[src/rtl/link_rd_slave.sv]
// Responder end of the 4-phase req/ack byte link (read direction).
// A local producer fills a small FIFO; each master req pops one byte onto data_out.
module link_rd_slave #(
  parameter int DATA_W = 8,
  parameter int DEPTH  = 4,
  parameter int BURST  = 4
) (
  input  logic                     clk,
  input  logic                     rst,
  input  logic                     wr_en,
  input  logic [DATA_W-1:0]        wr_data,
  output logic                     full,
  output logic [$clog2(DEPTH):0]   level,
  output logic                     overflow,
  input  logic                     req,
  output logic                     ack,
  output logic [DATA_W-1:0]        data_out,
  output logic                     last_byte,
  output logic                     stall
);

  localparam int PW = $clog2(DEPTH);
  localparam int LW = PW + 1;
  localparam int CW = (BURST > 1) ? $clog2(BURST) : 1;
  localparam logic [CW-1:0] LAST_IDX = CW'(BURST - 1);
  localparam logic [LW-1:0] FULL_LVL = LW'(DEPTH);

  typedef enum logic {S_IDLE, S_ACK} state_t;

  state_t            state;
  logic [DATA_W-1:0] mem [DEPTH];
  logic [PW-1:0]     wr_ptr;
  logic [PW-1:0]     rd_ptr;
  logic [CW-1:0]     cnt;
  logic [LW-1:0]     level_nxt;
  logic              accept;
  logic              pop;

  // Writes are gated by the registered full flag, so a same-cycle pop never frees room.
  assign accept = wr_en && !full;
  assign pop    = (state == S_IDLE) && req && (level != '0);

  always_comb begin
    level_nxt = level;
    if (accept && !pop)
      level_nxt = level + 1'b1;
    else if (!accept && pop)
      level_nxt = level - 1'b1;
  end

  // Storage carries no reset; occupancy tracking alone decides what is valid.
  always_ff @(posedge clk) begin
    if (accept)
      mem[wr_ptr] <= wr_data;
  end

  always_ff @(posedge clk or negedge rst) begin
    if (!rst) begin
      wr_ptr   <= '0;
      rd_ptr   <= '0;
      level    <= '0;
      full     <= 1'b0;
      overflow <= 1'b0;
    end else begin
      level <= level_nxt;
      full  <= (level_nxt == FULL_LVL);
      if (accept)
        wr_ptr <= wr_ptr + 1'b1;
      if (pop)
        rd_ptr <= rd_ptr + 1'b1;
      if (wr_en && full)
        overflow <= 1'b1;
    end
  end

  always_ff @(posedge clk or negedge rst) begin
    if (!rst) begin
      state     <= S_IDLE;
      ack       <= 1'b0;
      data_out  <= '0;
      last_byte <= 1'b0;
      stall     <= 1'b0;
      cnt       <= '0;
    end else begin
      case (state)
        S_IDLE: begin
          if (req) begin
            if (level != '0) begin
              data_out  <= mem[rd_ptr];
              last_byte <= (cnt == LAST_IDX);
              cnt       <= (cnt == LAST_IDX) ? '0 : cnt + 1'b1;
              ack       <= 1'b1;
              stall     <= 1'b0;
              state     <= S_ACK;
            end else begin
              stall <= 1'b1;
            end
          end else begin
            stall <= 1'b0;
          end
        end
        S_ACK: begin
          stall <= 1'b0;
          if (!req) begin
            ack       <= 1'b0;
            last_byte <= 1'b0;
            state     <= S_IDLE;
          end
        end
        default: state <= S_IDLE;
      endcase
    end
  end

endmodule

[config.mk]
export PLATFORM = sky130hd
export DESIGN_NAME = link_rd_slave
export DESIGN_NICKNAME = d
export VERILOG_FILES = /design/src/rtl/link_rd_slave.sv
export SDC_FILE = /design/constraint.sdc
export NUM_CORES = 1
export LEC_CHECK = 0
export CORE_MARGIN = 2
export CORE_UTILIZATION = 57
export CTS_BUF_LIST = sky130_fd_sc_hd__clkbuf_4 sky130_fd_sc_hd__clkbuf_8
export DETAILED_ROUTE_END_ITERATION = 6
export PLACE_DENSITY = 0.87
export SLEW_MARGIN = 20
export SYNTH_ARGS = -nofsm -noshare
export SYNTH_HDL_FRONTEND = slang
export SYNTH_SLANG_ARGS = --single-unit
[constraint.sdc]
create_clock -name clk -period 2.04 [get_ports clk]
set_clock_uncertainty 0.2 [all_clocks]
set_input_delay 0.204 -clock clk [delete_from_list [all_inputs] [get_ports clk]]
set_output_delay 0.204 -clock clk [all_outputs]
set_load 0.03 [all_outputs]
Word level (Yosys, flattened, before mapping)

Memory sizes are Yosys's and may differ from the RTL's. A register that Yosys moved wholly into a read port is not among the register bits.
Cells that the tools add are included.

Logic and storage cells: 54
Memories: 1
Bits in writable memories: 32
Bits of input ports: 12
Register bits: 15
Output and inout port bits: 16

Equality and inequality tests: 5
Reductions and logical operators: 13
Bitwise logic cells: 1
$add $sub $neg: 5
Multiplexer cells: 19

Memories:

| memory | words | width | read ports | clocked after memory_dff | wr ports | line | source |
|---|---|---|---|---|---|---|---|
| mem    | 4     | 8     | 1          | 1                        | 1        | 31   | `logic [DATA_W-1:0] mem [DEPTH];` |

Operator list:

| operator                                          | number |
|---|---|
| 2-to-1 mux 1 bit                                  | 12 |
| case mux 1 bit (2 select lines)                   | 4 |
| adder 2 x 1 -> 2 bit (second input constant)      | 3 |
| logical AND 1 bit                                 | 6 |
| 2-to-1 mux 3 bit                                  | 2 |
| AND reduction 3 bit                               | 2 |
| zero test 1 bit                                   | 4 |
| != test 2 bit (second input constant)             | 2 |
| adder 3 x 1 -> 3 bit (second input constant)      | 1 |
| == test 3 bit (second input constant)             | 1 |
| nonzero test 3 bit                                | 1 |
| subtractor 3 x 1 -> 3 bit (second input constant) | 1 |
| == test 2 bit (second input constant)             | 1 |
| 2-to-1 mux 2 bit                                  | 1 |
| != test 2 x 1 -> 1 bit (second input constant)    | 1 |
| inverter 1 bit                                    | 1 |

Depth between registers and ports, before layout

Gate-level depths: netlist of the first run.

Word-level depth: 7
Gate-level depth with buffers: 7
Mapped depth without buffers: 6

Worst setup path before layout of the first run

Ideal clock, no wire load.

Kind: flip-flop to flip-flop
From: register level[0]
To: register data_out[1], read port of mem
Slack: -0.047 ns
Setup time: 0.125 ns
Path buffers: 1
Clock period less this slack: 2.087 ns
Cell stages (with the launch flop): 7
Data arrival time: 1.762 ns
Required time: 1.715 ns
Cell sequence: dfrtp_1 > inv_1 > ha_1 > nor2b_4 > nor2_4 > buf_6 > mux2_2

Longest elaborated chain between the ends: 2

Ends and longest elaborated chain:

| what                                 | line | source |
|---|---|---|
| from (decl)                          | 13   | `output logic [$clog2(DEPTH):0] level,` |
| from (signal assigned)               | 65   | `level <= level_nxt;` |
| nonzero test 3 bit                   | 88   | `if (level != '0) begin` |
| AND reduction 3 bit (no source line) | --   |  |
| to (decl)                            | 17   | `output logic [DATA_W-1:0] data_out,` |

Every way passes these cells.
A chain may end at the register's enable or synchronous reset.

Worst setup path in the final report of the first run

From: register level[0]
To: register data_out[4], read port of mem

Same word-level chain as after synthesis.

==> impl_metrics.env, run 1 <==
export IMPL_status="complete, no violations"
export IMPL_grt_overflow=0
export IMPL_syn_nets=152
export IMPL_worst_setup_path_start_kind="register"
export IMPL_crit_path_start="level[0]$_DFF_PN0_"
export IMPL_io_pins=28
export IMPL_cp_buffers_inverters=3
export IMPL_max_clock_freq_ghz=0.5159
export IMPL_slowest_stage="dfrtp_2"
export IMPL_setup_viol=0
export IMPL_arrival_ns=1.95
export IMPL_syn_instance_count=132
export IMPL_cts_sinks=55
export IMPL_cp_depth=7
export IMPL_vias=1248
export IMPL_rrSetupSlack_ns=0.10
export IMPL_dr_first_iter_drc_count=90
export IMPL_die_h_um=67.17
export IMPL_reg2regPathDepth=7
export IMPL_core_area_sq_um=3744
export IMPL_grt_usage_pct=21.66
export IMPL_crit_chain="inv_2 > ha_2 > nor2b_4 > buf_4 > nor2_4 > buf_6 > mux2_2"
export IMPL_diodes=0
export IMPL_die_area_sq_um=4512
export IMPL_root_buffer="clkbuf_8"
export IMPL_clock_path_buffers=2
export IMPL_grt_pass1_vias=1323
export IMPL_synth_top_area_cell="edfxtp_1"
export IMPL_fin_nets=192
export IMPL_route_top_layer_used="met4"
export IMPL_leakage_nw=1.054
export IMPL_dp_hpwl_um=2748
export IMPL_report_power_total_mw=4.027
export IMPL_synthTopCellsByArea="edfxtp_1 (42%), dfrtp_1 (25%), mux4_2 (7.9%)"
export IMPL_grt_pass1_wl_um=6706
export IMPL_synth_cell_types=35
export IMPL_powerDensity_nw_per_um2=1438
export IMPL_yosys_warnings=0
export IMPL_tightest_slew_ns=0.4357
export IMPL_layout_drive_gt1_share_pct=27.75
export IMPL_timing_final_crit_share_pct=95.02
export IMPL_netlist_area_sq_um=2275
export IMPL_synth_seq_cells=55
export IMPL_rsz0062_at_grt="false"
export IMPL_syn_avg_cell_area_sq_um=17.23
export IMPL_min_period_ns=1.938
export IMPL_max_stage_delay_ns=0.43
export IMPL_required_ns=2.05
export IMPL_synth_edf_count=32
export IMPL_initial_utilization_pct=60.76
export IMPL_wl_met3_um=169
export IMPL_rr_startpoint="level[0]$_DFF_PN0_"
export IMPL_yosysMostFrequentCell="edfxtp_1"
export IMPL_wl_met2_um=2109
export IMPL_rows=22
export IMPL_grt_max_degree=24
export IMPL_worst_path_dominant_cell_family="flip-flops"
export IMPL_vdd_ir_drop_max_mv=0.8747
export IMPL_slew_violations=0
export IMPL_drc=0
export IMPL_dr_pass1_iters=4
export IMPL_ys_async_sr_fraction_pct=41.82
export IMPL_crit_path_max_fanout=13
export IMPL_routed_wl_um=4041
export IMPL_crit_end="data_out[4]$_DFFE_PN0P_"
export IMPL_antenna_found_initial=0
export IMPL_synth_top_cell_area_share_pct=42.24
export IMPL_synth_seq_area_share_pct=67.55
export IMPL_ant_nets=0
export IMPL_syn2layout_area_growth_pct=23.10
export IMPL_insertion_delay_ns=0.32
export IMPL_synth_top_flop_cell="edfxtp_1"
export IMPL_viasPerCell=5.647
export IMPL_hold_class="in -> async"
export IMPL_slew_headroom_pct=70.95
export IMPL_wl_per_cell_um=18.29
export IMPL_r2r_end="data_out[4]$_DFFE_PN0P_"
export IMPL_cts_hold_buf=0
export IMPL_maxCapViolations=0
export IMPL_clk_pin_slew_ns=0.10
export IMPL_die_w_um=67.17
export IMPL_fin_setup_tns_ns=0
export IMPL_path_class="reg -> reg"
export IMPL_htree_levels=2
export IMPL_end_kind="register"
export IMPL_routabilityCongestion=0.7843
export IMPL_hold_viol_final=0
export IMPL_synth_common_cells="edfxtp_1 (32), dfrtp_1 (23), mux2_2 (10)"
export IMPL_cts_made_buffers=5
export IMPL_met1_length_um=1670
export IMPL_numPortBuffers=27
export IMPL_cts_tree="built"
[metrics by stage]
step	area [sq um]	worst slack [ns]	util (%)	hold slack, ns	cells
after detailed placement	2690	0.03035	71.86	0.2578	212
after CTS	2779	0.05982	74.23	0.03441	220
final	2800	0.1017	74.80	0.03517	221
after floorplan	2276	0.007471	-	-0.2916	132
after global routing	2800	0.007195	74.80	0.04933	221
after global placement	2690	0.1149	71.86	0.2379	212
[flip-flops by register name, summed over array words and instances (netlist names)]
| register | count |
|---|---|
| ack | 1 |
| cnt | 2 |
| data_out | 8 |
| full | 1 |
| last_byte | 1 |
| level | 3 |
| mem | 32 |
| overflow | 1 |
| rd_ptr | 2 |
| stall | 1 |
| state | 1 |
| wr_ptr | 2 |
[timing repair]
item                       CTS  global route
setup buffers                0             1
setup endpoints to repair    0             1
hold endpoints to repair     0             0
resized for setup            0             6
[cells by family after synthesis]
kind of cell	synth area share, %
flip-flops	67.55
AND/OR/NAND/NOR	7.040
multiplexers	12.87
AO/OA/AOI/OAI	4.070
buffers and inverters	2.145
adder cells (fa/ha/maj)	4.401
XOR/XNOR	1.925
[worst min-delay path by stage]
| stage | from | endpoint | cells past startpoint |
|---|---|---|---|
| detailed placement | overflow$_DFFE_PN0P_ | overflow$_DFFE_PN0P_ | 1 |
| finish | rst | rd_ptr[1]$_DFFE_PN0P_ | 2 |
| global route | rst | data_out[7]$_DFFE_PN0P_ | 2 |
| global placement | overflow$_DFFE_PN0P_ | overflow$_DFFE_PN0P_ | 1 |
| floorplan | rst | ack$_DFFE_PN0P_ | 0 |
| CTS | rst | data_out[7]$_DFFE_PN0P_ | 2 |
[layout by cell type (no fill, tap or decap), types with 5 or more instances in the layout]
cell type / n
ha_1: 7
dfrtp_1: 21
mux4_2: 8
buf_4: 5
clkdlybuf4s50_1: 27
clkbuf_8: 5
edfxtp_1: 32
mux2_2: 10
[cell type report]
cell class	count	area [sq um]
Inverter	4	15.01
Sequential cell	55	1539
Clock inverter	2	12.51
Fill cell	232	943.4
Clock buffer	6	76.32
Timing Repair Buffer	37	399.1
Multi-Input combinational cell	69	698.2
Tap cell	48	60.06
[layer usage]
layer | track usage (%) | up-vias
met5 | 0 | -
met4 | 8.418 | 0
met3 | 6.667 | 8
met2 | 35.77 | 33
met1 | 26.97 | 633
li1 | - | 574
[report_power, final]
group | internal, mW | switching [mW] | total, mW | leakage, nW
Combinational | 0.845 | 0.846 | 1.69 | 0.446
Sequential | 1.52 | 0.218 | 1.74 | 0.563
Clock | 0.254 | 0.346 | 0.600 | 0.0446
Total | 2.62 | 1.41 | 4.03 | 1.05
(Power assumes the default switching activity.)
==> inputs of run 2 (changes only) <==
Settings changed: TNS_END_PERCENT from default to 20.
==> results of run 2 <==
No change in the layout: final DEF, timing and power equal those of run 1.
